## src/rtl/pwm_capture.sv

```systemverilog
// pwm_capture: measures the first high pulse on each PWM channel, then reads the widths out in channel order.
//   clkforcounter       : the single clock; all sampling and counting on its rising edge
//   rst                 : asynchronous active-low reset
//   start               : single-cycle request to arm a capture (honoured only in IDLE)
//   pwm_in[STAGE]       : PWM inputs, one bit per channel
//   busy                : high whenever the block is not IDLE
//   out_valid/out_ready : handshake for the readout words
//   out_data            : measured pulse width in clock cycles (saturating)
//   out_ch              : channel index of out_data
//   out_ovf             : the channel's count saturated
//   done                : one-cycle pulse when the last word is accepted
module pwm_capture #(
    parameter int STAGE   = 8,
    parameter int DWIDTH  = 8,
    parameter int TIMEOUT = 512
) (
    input  logic                     clkforcounter,
    input  logic                     rst,
    input  logic                     start,
    input  logic [STAGE-1:0]         pwm_in,
    output logic                     busy,
    output logic                     out_valid,
    input  logic                     out_ready,
    output logic [DWIDTH-1:0]        out_data,
    output logic [$clog2(STAGE)-1:0] out_ch,
    output logic                     out_ovf,
    output logic                     done
);
    localparam int CW = $clog2(STAGE);
    localparam int TW = $clog2(TIMEOUT + 1);
    localparam logic [DWIDTH-1:0] CMAX = '1;

    typedef enum logic [1:0] {IDLE, MEASURE, READOUT} state_t;

    state_t                          state_q, state_d;
    logic [STAGE-1:0][DWIDTH-1:0]    cnt_q, cnt_d;
    logic [STAGE-1:0]                ovf_q, ovf_d;
    logic [STAGE-1:0]                fin_q, fin_d;
    logic [TW-1:0]                   tmo_q, tmo_d;
    logic [CW-1:0]                   idx_q, idx_d;
    logic                            busy_q, busy_d;
    logic                            out_valid_q, out_valid_d;
    logic [DWIDTH-1:0]               out_data_q, out_data_d;
    logic [CW-1:0]                   out_ch_q, out_ch_d;
    logic                            out_ovf_q, out_ovf_d;
    logic                            done_q, done_d;

    always_comb begin
        state_d     = state_q;
        cnt_d       = cnt_q;
        ovf_d       = ovf_q;
        fin_d       = fin_q;
        tmo_d       = tmo_q;
        idx_d       = idx_q;
        out_valid_d = out_valid_q;
        out_data_d  = out_data_q;
        out_ch_d    = out_ch_q;
        out_ovf_d   = out_ovf_q;
        done_d      = 1'b0;
        case (state_q)
            IDLE: begin
                if (start) begin
                    state_d = MEASURE;
                    cnt_d   = '0;
                    ovf_d   = '0;
                    fin_d   = '0;
                    tmo_d   = '0;
                    idx_d   = '0;
                end
            end
            MEASURE: begin
                for (int k = 0; k < STAGE; k++) begin
                    if (!fin_q[k]) begin
                        if (pwm_in[k]) begin
                            // saturate; a high sample beyond full scale flags overflow
                            if (cnt_q[k] == CMAX) ovf_d[k] = 1'b1;
                            else cnt_d[k] = cnt_q[k] + 1'b1;
                        end else if (cnt_q[k] != '0) begin
                            // first falling edge after a high interval closes the channel
                            fin_d[k] = 1'b1;
                        end
                    end
                end
                tmo_d = tmo_q + 1'b1;
                if (&fin_d || tmo_q == TW'(TIMEOUT - 1)) state_d = READOUT;
            end
            READOUT: begin
                if (!out_valid_q) begin
                    // first word is registered one edge after entering READOUT
                    out_valid_d = 1'b1;
                    out_data_d  = cnt_q[idx_q];
                    out_ovf_d   = ovf_q[idx_q];
                    out_ch_d    = idx_q;
                end else if (out_ready) begin
                    if (idx_q == CW'(STAGE - 1)) begin
                        state_d     = IDLE;
                        out_valid_d = 1'b0;
                        out_data_d  = '0;
                        out_ovf_d   = 1'b0;
                        out_ch_d    = '0;
                        done_d      = 1'b1;
                    end else begin
                        idx_d      = idx_q + 1'b1;
                        out_data_d = cnt_q[idx_d];
                        out_ovf_d  = ovf_q[idx_d];
                        out_ch_d   = idx_d;
                    end
                end
            end
            default: state_d = IDLE;
        endcase
        busy_d = state_d != IDLE;
    end

    always_ff @(posedge clkforcounter or negedge rst) begin
        if (!rst) begin
            state_q     <= IDLE;
            cnt_q       <= '0;
            ovf_q       <= '0;
            fin_q       <= '0;
            tmo_q       <= '0;
            idx_q       <= '0;
            busy_q      <= 1'b0;
            out_valid_q <= 1'b0;
            out_data_q  <= '0;
            out_ch_q    <= '0;
            out_ovf_q   <= 1'b0;
            done_q      <= 1'b0;
        end else begin
            state_q     <= state_d;
            cnt_q       <= cnt_d;
            ovf_q       <= ovf_d;
            fin_q       <= fin_d;
            tmo_q       <= tmo_d;
            idx_q       <= idx_d;
            busy_q      <= busy_d;
            out_valid_q <= out_valid_d;
            out_data_q  <= out_data_d;
            out_ch_q    <= out_ch_d;
            out_ovf_q   <= out_ovf_d;
            done_q      <= done_d;
        end
    end

    assign busy      = busy_q;
    assign out_valid = out_valid_q;
    assign out_data  = out_data_q;
    assign out_ch    = out_ch_q;
    assign out_ovf   = out_ovf_q;
    assign done      = done_q;
endmodule

```

## config.mk

```make
export PLATFORM = sky130hd
export DESIGN_NAME = pwm_capture
export DESIGN_NICKNAME = d
export VERILOG_FILES = /design/src/rtl/pwm_capture.sv
export SDC_FILE = /design/constraint.sdc
export NUM_CORES = 1
export LEC_CHECK = 0
export ABC_AREA = 1
export CORE_MARGIN = 3
export CORE_UTILIZATION = 30
export CTS_CLUSTER_DIAMETER = 40
export DETAILED_ROUTE_END_ITERATION = 8
export GPL_ROUTABILITY_DRIVEN = 1
export HOLD_SLACK_MARGIN = 0.1
export PLACE_DENSITY = 0.52
export SYNTH_ARGS = -nofsm -noshare
export SYNTH_HDL_FRONTEND = slang
export SYNTH_SLANG_ARGS = --single-unit
```

## constraint.sdc

```tcl
create_clock -name clkforcounter -period 4.95 [get_ports clkforcounter]
set_input_delay 1.2375 -clock clkforcounter [delete_from_list [all_inputs] [get_ports clkforcounter]]
set_output_delay 1.2375 -clock clkforcounter [all_outputs]
set_load 0.005 [all_outputs]
```

==> impl_metrics.py, run 1 <==
metrics = {
    "power_and_ir_drop": {
        "p_leak_uw": 0.00346,
        "internal-power_uw": 2090,
        "p_sw_uw": 1760,
        "vdd_drop_max_mv": 0.345,
        "p_sw_frac": 0.458,
        "powerDensity_nw_per_um2": 490,
        "pwr-share-seq": 0.354,
        "power_frac_clock": 0.196,
        "pwr-share-comb": 0.450,
    },
    "floorplan": {
        "placeableCoreArea_um2": 22800,
        "fp.dieH_um": 159,
        "die_w_um": 159,
        "pin_count": 27,
        "num_rows": 55,
        "die-area_um2": 25300,
        "initial_core_util": 0.308,
    },
    "grt": {
        "grt_max_degree": 89,
        "grt_pass1_wl_um": 33300,
        "met3_usage": 0.0349,
        "grt.overflow.total": 0,
        "antenna_found_initial": 0,
        "grt_pass1_vias": 6027,
        "use_met2": 0.250,
        "grt.total_usage": 0.165,
        "use_met1": 0.242,
        "top_usage_layer": "met2",
    },
    "cts": {
        "root_buffer": "clkbuf_16",
        "htreeDepth": 3,
        "post_cts_buffers": 0,
        "cts_max_path_buffers": 2,
        "clk_latency_ns": 0.36,
        "cts_tree": "done",
        "hold_buffers": 0,
        "cts_resized": 0,
        "clock-sinks": 110,
        "clk_pin_slew_ns": 0.07,
        "numCtsBuffers": 9,
    },
    "critical_path": {
        "cp.arrival_ns": 3.33,
        "end_kind": "register",
        "crit_type": "register to register",
        "crit_fanout": 23,
        "worstSetupStartpointType": "register",
        "rr_startpoint": "idx_q[1]",
        "slowest_delay_ns": 0.83,
        "rr_worst_depth": 11,
        "crit_chain": "buf_4, ha_1, clkinv_1, buf_4, a21oi_1, o21ai_0, nand3_1, nand2_1, nor2_1, nor3_1, nor2_1",
        "reg2reg_to": "out_data[3]",
        "ff2ff_setup_slack_ns": 1.91,
        "cp.required_ns": 5.24,
        "crit_path_top_delay_cell": "ha_1",
    },
    "synth": {
        "async_flop_share": 1.00,
        "syn_area_per_cell_um2": 7.09,
        "ys_ff_latch": 110,
        "yosysSeqAreaShare": 0.392,
        "ys_types": 40,
        "synth_ff_type": "dfrtp_1",
        "synth_edf_count": 0,
        "syn_nets": 1023,
        "syn-instance-count": 992,
        "syn_area_um2": 7030,
        "yosysWarnings": 0,
    },
    "finish": {
        "final_common_cell": "nand2_1",
        "area_growth_syn_to_layout_pct": 11.7,
        "stdcell_area_um2": 7860,
        "fin_nets": 1029,
        "drive_gt1_frac": 0.0568,
        "n_antenna_cell": 0,
        "final_cell_mix": "nand2_1, o21ai_0, a21oi_1",
        "fill_cells": 2524,
    },
    "drt": {
        "route.vias.total": 6479,
        "antenna_left": 0,
        "drt-total-wl_um": 20900,
        "drc": 0,
        "routed_via_density": 4.92,
        "drt_first_pass_iters": 6,
        "drt_iter0_drc": 446,
        "wl_per_cell_um": 15.9,
    },
    "timing": {
        "hold_violations": 0,
        "slew_headroom": 0.429,
        "rsz0062_at_grt": "false",
        "tightest_slew_ns": 0.853,
        "setup_tns_ns": 0,
        "skew_ns": 0.00794,
        "finalMaxSlewViolations": 0,
        "finalCritPeriodShare": 0.614,
        "period_needed_ns": 3.04,
        "finalSetupViolations": 0,
        "max_freq_ghz": 0.329,
    },
    "run": {
        "cap_violations": 0,
    },
    "placed_design": {
        "gp_congestion": 0.880,
        "numPortBuffers": 26,
        "hpwl_um": 15200,
        "place_area_um2": 7550,
    },
    "min_path": {
        "hold_start": "out_ch[0]",
        "hold_class": "register to register",
        "worstHoldPathCells": 2,
        "min_to": "out_ch[0]",
    },
    "status": {
        "status": "finished, final reports clean",
    },
}
[synthesized netlist by cell type (all sizes together) (3+ instances only)]
master	instances	share of area
a21oi	113	0.080
a31oi	4	0.0036
buf	17	0.015
clkbuf	22	0.012
clkinv	3	0.0016
dfrtp	110	0.39
ha	19	0.034
inv	119	0.064
nand2	198	0.11
nand3	78	0.056
nand4	18	0.016
nor2	95	0.055
nor3	19	0.018
o21ai	140	0.10
o22ai	3	0.0027
o31ai	10	0.013
xor2	12	0.015
[cell type report]
| type | instances | area, um2 | share of cell area |
|---|---|---|---|
| Clock buffer | 9 | 225 | 0.0287 |
| Clock inverter | 7 | 75.1 | 0.00956 |
| Inverter | 122 | 458 | 0.0583 |
| Multi-Input combinational cell | 721 | 3630 | 0.463 |
| Sequential cell | 110 | 2750 | 0.351 |
| Tap cell | 313 | 392 | 0.0499 |
| Timing Repair Buffer | 34 | 318 | 0.0405 |
[worst max-delay path by stage]
stage,cells after the start,endpoint,start
6_report,11,out_data[3],idx_q[1]
3_5_place_dp,8,cnt_q[59],start
4_1_cts,11,out_data[5],idx_q[1]
5_1_grt,11,out_data[5],idx_q[1]
3_3_place_gp,8,cnt_q[61],start
2_1_floorplan,10,cnt_q[22],start
[layer usage]
metal / up-vias / wire (um)
li1: 3315 / -
met3: 16 / 1070
met2: 151 / 9210
met4: 0 / 271
met1: 2997 / 10400
met5: - / 0
[per-stage QoR]
stage	setup slack [ns]	instances	utilization	hold slack, ns	total power [uW]
2_1_floorplan	2.63	992	-	0.472	2570
3_3_place_gp	1.69	1300	0.331	0.467	3100
3_5_place_dp	1.64	1300	0.331	0.465	3120
4_1_cts	1.96	1316	0.344	0.486	3890
5_1_grt	1.74	1316	0.344	0.521	4190
6_report	1.91	1316	0.344	0.479	3850
[cell families (layout without fill, tap and decap cells)]
logic type | Yosys count | count (layout) | share of synthesized area
DFF | 110 | 110 | 0.392
and+or+nand+nor | 412 | 412 | 0.260
AOI/OAI and AO/OA | 278 | 278 | 0.208
xor gates and xnor gates | 12 | 12 | 0.0149
adders and majority gates | 19 | 19 | 0.0338
buffers and inverters | 161 | 172 | 0.0917
[worst max-delay path, delay by kind of cell (launching register included)]
family	cells	cell delay (ns)
AOI/OAI and AO/OA	2	0.27
adders and majority gates	1	0.83
buffers and inverters	3	0.99
DFF	1	0.36
and+or+nand+nor	5	0.52
[power groups by stage]
stage | combinational, uW | sequential [uW] | clock [uW]
3_3_place_gp | 1720 | 1380 | 0
3_5_place_dp | 1740 | 1380 | 0
4_1_cts | 1740 | 1360 | 785
5_1_grt | 1980 | 1400 | 815
2_1_floorplan | 1260 | 1310 | 0
6_report | 1730 | 1360 | 752
[state kept, by name, indices dropped and copies added, names as in the netlist, 2 cells and up]
register and count:
idx_q 3, fin_q 8, cnt_q 64, ovf_q 8, out_data 8, out_ch 3
state_q 2, tmo_q 10
No activity file was read; power rests on OpenSTA's default activity.
==> run 2, diff against run 1 <==
==> constraint.sdc (replaced) <==
create_clock -name clkforcounter -period 3.1 [get_ports clkforcounter]
set_input_delay 0.775 -clock clkforcounter [delete_from_list [all_inputs] [get_ports clkforcounter]]
set_output_delay 0.775 -clock clkforcounter [all_outputs]
set_load 0.005 [all_outputs]
==> impl_metrics.py, run 2 (synthesis gave the netlist of run 1 again) <==
metrics = {
    "critical_path": {
        "cp.arrival_ns": 2.58,
        "crit_type": "register to register",
        "crit_chain": "ha_1, clkinv_1, buf_4, a21oi_1, o21ai_0, nand3_1, nand3_1, a21oi_1",
        "end_kind": "register",
        "cp.required_ns": 3.37,
        "ff2ff_setup_slack_ns": 0.80,
        "rr_startpoint": "idx_q[0]",
        "worstSetupStartpointType": "register",
        "reg2reg_to": "out_data[7]",
        "crit_path_top_delay_cell": "clkinv_1",
        "slowest_delay_ns": 0.44,
        "crit_fanout": 14,
        "rr_worst_depth": 8,
    },
    "timing": {
        "rsz0062_at_grt": "false",
        "finalCritPeriodShare": 0.743,
        "setup_tns_ns": 0,
        "hold_violations": 0,
        "finalMaxSlewViolations": 0,
        "max_freq_ghz": 0.434,
        "tightest_slew_ns": 0.754,
        "period_needed_ns": 2.30,
        "skew_ns": 0.0133,
        "finalSetupViolations": 0,
        "slew_headroom": 0.495,
    },
    "finish": {
        "final_common_cell": "nand2_1",
        "n_antenna_cell": 0,
        "drive_gt1_frac": 0.0643,
        "final_util": 0.349,
        "largest-register": "cnt_q",
        "largest_registers": "cnt_q (64), tmo_q (10)",
        "final_cell_mix": "nand2_1, o21ai_0, a21oi_1",
        "fin_nets": 1037,
        "largest_reg_flops": 64,
        "area_growth_syn_to_layout_pct": 13.4,
    },
    "floorplan": {
        "fp.dieH_um": 159,
        "die-area_um2": 25300,
        "initial_core_util": 0.308,
        "pin_count": 27,
        "die_w_um": 159,
        "placeableCoreArea_um2": 22800,
        "num_rows": 55,
    },
    "cts": {
        "root_buffer": "clkbuf_16",
        "cts_max_path_buffers": 2,
        "cts_tree": "done",
        "post_cts_buffers": 0,
        "clock-sinks": 110,
        "htreeDepth": 3,
        "numCtsBuffers": 9,
        "clk_latency_ns": 0.36,
        "hold_buffers": 0,
        "cts_resized": 0,
        "clk_pin_slew_ns": 0.07,
    },
    "status": {
        "status": "finished, final reports clean",
    },
    "power_and_ir_drop": {
        "vdd_drop_max_mv": 0.719,
        "p_leak_uw": 0.00353,
        "powerDensity_nw_per_um2": 798,
    },
    "placed_design": {
        "hpwl_um": 15300,
        "numPortBuffers": 26,
        "gp_congestion": 0.887,
    },
    "run": {
        "cap_violations": 0,
    },
    "drt": {
        "drt_first_pass_iters": 5,
        "drt-total-wl_um": 20800,
        "route.vias.total": 6518,
        "routed_via_density": 4.92,
        "drt_iter0_drc": 507,
        "drc": 0,
        "antenna_left": 0,
        "wl_per_cell_um": 15.7,
    },
    "grt": {
        "grt_max_degree": 88,
        "grt_pass1_vias": 6095,
        "grt_pass1_wl_um": 33300,
        "grt.overflow.total": 0,
        "antenna_found_initial": 0,
        "grt.total_usage": 0.164,
    },
    "min_path": {
        "hold_class": "primary input to async pin",
    },
}
run 2: changes by cell type in the layout (fill, tap and decap cells not counted), sizes merged:
cell,before,now
inv,119,120
buf,9,17
bufinv,1,3
clkinvlp,3,0
run 2: stage by stage:
| stage | power [uW] | setup WS [ns] | hold slack, ns | cells | area, um2 |
|---|---|---|---|---|---|
| finish | 6370 | 0.797 | 0.475 | 1324 | 7970 |
| global placement | 5020 | 0.559 | 0.465 | 1308 | 7630 |
| detailed placement | 5030 | 0.541 | 0.470 | 1308 | 7630 |
| global route | 6900 | 0.666 | 0.522 | 1324 | 7970 |
| CTS | 6420 | 0.870 | 0.489 | 1324 | 7970 |
| floorplan | 4100 | 1.24 | 0.472 | 992 | 7030 |
run 2: power by group:
| group | internal, uW | leakage (uW) | switching (uW) |
|---|---|---|---|
| clock | 795 | 0.000170 | 569 |
| combinational | 933 | 0.00190 | 1890 |
| sequential | 1810 | 0.00146 | 374 |
run 2: cell type report:
| class | instances | area (um2) |
|---|---|---|
| clock buffers | 9 | 225 |
| clock inverters | 7 | 121 |
| fillers | 2472 | 14900 |
| inverters | 122 | 458 |
| multi-input cells | 721 | 3630 |
| flip-flops and latches | 110 | 2750 |
| well taps | 313 | 392 |
| repair buffers | 42 | 390 |
run 2: worst max path at each step:
stage | start | end | slack (ns) | cells after the start
after floorplan | start | cnt_q[22] | 1.24 | 10
after global placement | start | cnt_q[52] | 0.56 | 11
after detailed placement | start | cnt_q[22] | 0.54 | 11
after CTS | idx_q[0] | out_data[7] | 0.87 | 8
after global routing | idx_q[0] | out_data[6] | 0.67 | 8
final | idx_q[0] | out_data[7] | 0.80 | 8
run 2: critical path, delay by kind of cell (launching register included):
kind / cells / cell delay, ns
fa+ha+maj: 1 / 0.31
flops: 1 / 0.42
buf+inv: 2 / 0.79
simple gates: 2 / 0.30
compound gates: 3 / 0.42
run 2: routing by layer:
| layer | vias to the layer above | GRT usage | part of all wire | routed length (um) |
|---|---|---|---|---|
| met2 | 148 | 0.253 | 0.45 | 9310 |
| met4 | 0 | 0.0374 | 0.0095 | 197 |
| met3 | 15 | 0.0245 | 0.037 | 772 |
| met5 | - | 0 | 0 | 0 |
| li1 | 3322 | - | - | - |
| met1 | 3033 | 0.244 | 0.50 | 10500 |
==> run 3, diff against run 2 <==
==> constraint.sdc (replaced) <==
create_clock -name clkforcounter -period 2.3 [get_ports clkforcounter]
set_input_delay 0.575 -clock clkforcounter [delete_from_list [all_inputs] [get_ports clkforcounter]]
set_output_delay 0.575 -clock clkforcounter [all_outputs]
set_load 0.005 [all_outputs]
==> impl_metrics.py, run 3 (synthesis gave the netlist of run 1 again) <==
metrics = {
    "floorplan": {
        "placeableCoreArea_um2": 22800,
        "pin_count": 27,
        "die_w_um": 159,
        "initial_core_util": 0.308,
        "num_rows": 55,
        "die-area_um2": 25300,
        "fp.dieH_um": 159,
    },
    "drt": {
        "drt_iter0_drc": 446,
        "routed_via_density": 4.94,
        "drc": 0,
        "drt_first_pass_iters": 5,
        "drt-total-wl_um": 21700,
        "antenna_left": 0,
        "wl_per_cell_um": 16.1,
        "route.vias.total": 6649,
    },
    "min_path": {
        "hold_class": "primary input to async pin",
    },
    "grt": {
        "antenna_found_initial": 0,
        "grt.overflow.total": 0,
        "grt_max_degree": 66,
        "grt.total_usage": 0.172,
        "grt_pass1_wl_um": 34800,
        "grt_pass1_vias": 6248,
    },
    "timing": {
        "finalSetupViolations": 0,
        "period_needed_ns": 2.07,
        "setup_tns_ns": 0,
        "max_freq_ghz": 0.483,
        "skew_ns": 0.00709,
        "slew_headroom": 0.653,
        "finalCritPeriodShare": 0.901,
        "hold_violations": 0,
        "rsz0062_at_grt": "false",
        "tightest_slew_ns": 0.521,
        "finalMaxSlewViolations": 0,
    },
    "power_and_ir_drop": {
        "p_sw_uw": 3850,
        "p_leak_uw": 0.00361,
        "power_frac_clock": 0.181,
        "p_sw_frac": 0.452,
        "vdd_drop_max_mv": 0.817,
        "pwr-share-comb": 0.470,
        "powerDensity_nw_per_um2": 1050,
        "pwr-share-seq": 0.349,
        "internal-power_uw": 4670,
    },
    "critical_path": {
        "crit_fanout": 11,
        "crit_type": "register to register",
        "ff2ff_setup_slack_ns": 0.23,
        "reg2reg_to": "out_data[3]",
        "rr_worst_depth": 10,
        "cp.required_ns": 2.59,
        "end_kind": "register",
        "worstSetupStartpointType": "register",
        "rr_startpoint": "idx_q[0]",
        "cp.arrival_ns": 2.37,
    },
    "cts": {
        "clk_pin_slew_ns": 0.07,
        "root_buffer": "clkbuf_16",
        "clock-sinks": 110,
        "post_cts_buffers": 0,
        "numCtsBuffers": 9,
        "cts_max_path_buffers": 2,
        "hold_buffers": 0,
        "cts_tree": "done",
        "clk_latency_ns": 0.36,
        "htreeDepth": 3,
        "cts_resized": 0,
    },
    "placed_design": {
        "gp_congestion": 0.896,
        "hpwl_um": 16300,
        "numPortBuffers": 26,
    },
    "finish": {
        "fin_nets": 1059,
        "final_common_cell": "nand2_1",
        "largest_reg_flops": 64,
        "area_growth_syn_to_layout_pct": 15.2,
        "final_cell_mix": "nand2_1, o21ai_0, a21oi_1",
        "final_util": 0.354,
        "largest_registers": "cnt_q (64), tmo_q (10)",
        "drive_gt1_frac": 0.0813,
        "largest-register": "cnt_q",
        "n_antenna_cell": 0,
    },
    "status": {
        "status": "finished, final reports clean",
    },
    "run": {
        "cap_violations": 0,
    },
}
[run 3: worst max-delay path by stage]
| stage | endpoint | slack [ns] | start | cells past startpoint |
|---|---|---|---|---|
| global route | out_data[7] | 0.11 | idx_q[0] | 8 |
| floorplan | out_data[6] | 0.58 | idx_q[1] | 8 |
| detailed placement | cnt_q[35] | 0.06 | start | 12 |
| global placement | cnt_q[35] | 0.07 | start | 12 |
| finish | out_data[3] | 0.23 | idx_q[0] | 10 |
| CTS | out_data[3] | 0.20 | idx_q[0] | 10 |
[run 3: power by group through the flow]
stage / Sequential [uW] / Combinational, uW / Clock (uW)
floorplan: 2820 / 2700 / 0
global placement: 3000 / 3980 / 0
detailed placement: 2990 / 4000 / 0
CTS: 2960 / 4020 / 1600
global route: 3030 / 4530 / 1680
finish: 2970 / 4000 / 1540
[run 3: cell type report]
class / instances / area, um2
clock buffer: 14 / 264
clock inverter: 2 / 16.3
fill: 2498 / 14700
inverter: 122 / 458
multi-input combinational: 721 / 3630
sequential: 110 / 2750
tap: 313 / 392
timing repair buffer: 64 / 581
[run 3: metal layers]
layer / vias to the layer above / global-route usage / routed length, um
met2: 161 / 0.274 / 9860
met3: 24 / 0.0229 / 912
met4: 0 / 0.0438 / 386
met5: - / 0 / 0
li1: 3374 / - / -
met1: 3090 / 0.246 / 10500
[run 3: per-stage QoR]
step / hold WS [ns] / total power, uW / cell area (um2) / std cells / setup WS (ns)
after global routing: 0.137 / 9240 / 8100 / 1346 / 0.106
after CTS: 0.122 / 8580 / 8100 / 1346 / 0.199
final: 0.123 / 8520 / 8100 / 1346 / 0.229
after floorplan: 0.279 / 5520 / 7030 / 992 / 0.580
after global placement: 0.471 / 6980 / 7820 / 1330 / 0.0707
after detailed placement: 0.469 / 7000 / 7820 / 1330 / 0.0582
[run 3: critical path, stage by stage, from the launching register on]
cell      delay [ns]
dfrtp_2         0.49
ha_1            0.32
clkinv_1        0.24
buf_4           0.26
a21oi_1         0.14
o21ai_0         0.16
nand2_1         0.09
nor2_1          0.04
nor2_1          0.11
nor3_1          0.08
nor2_1          0.09
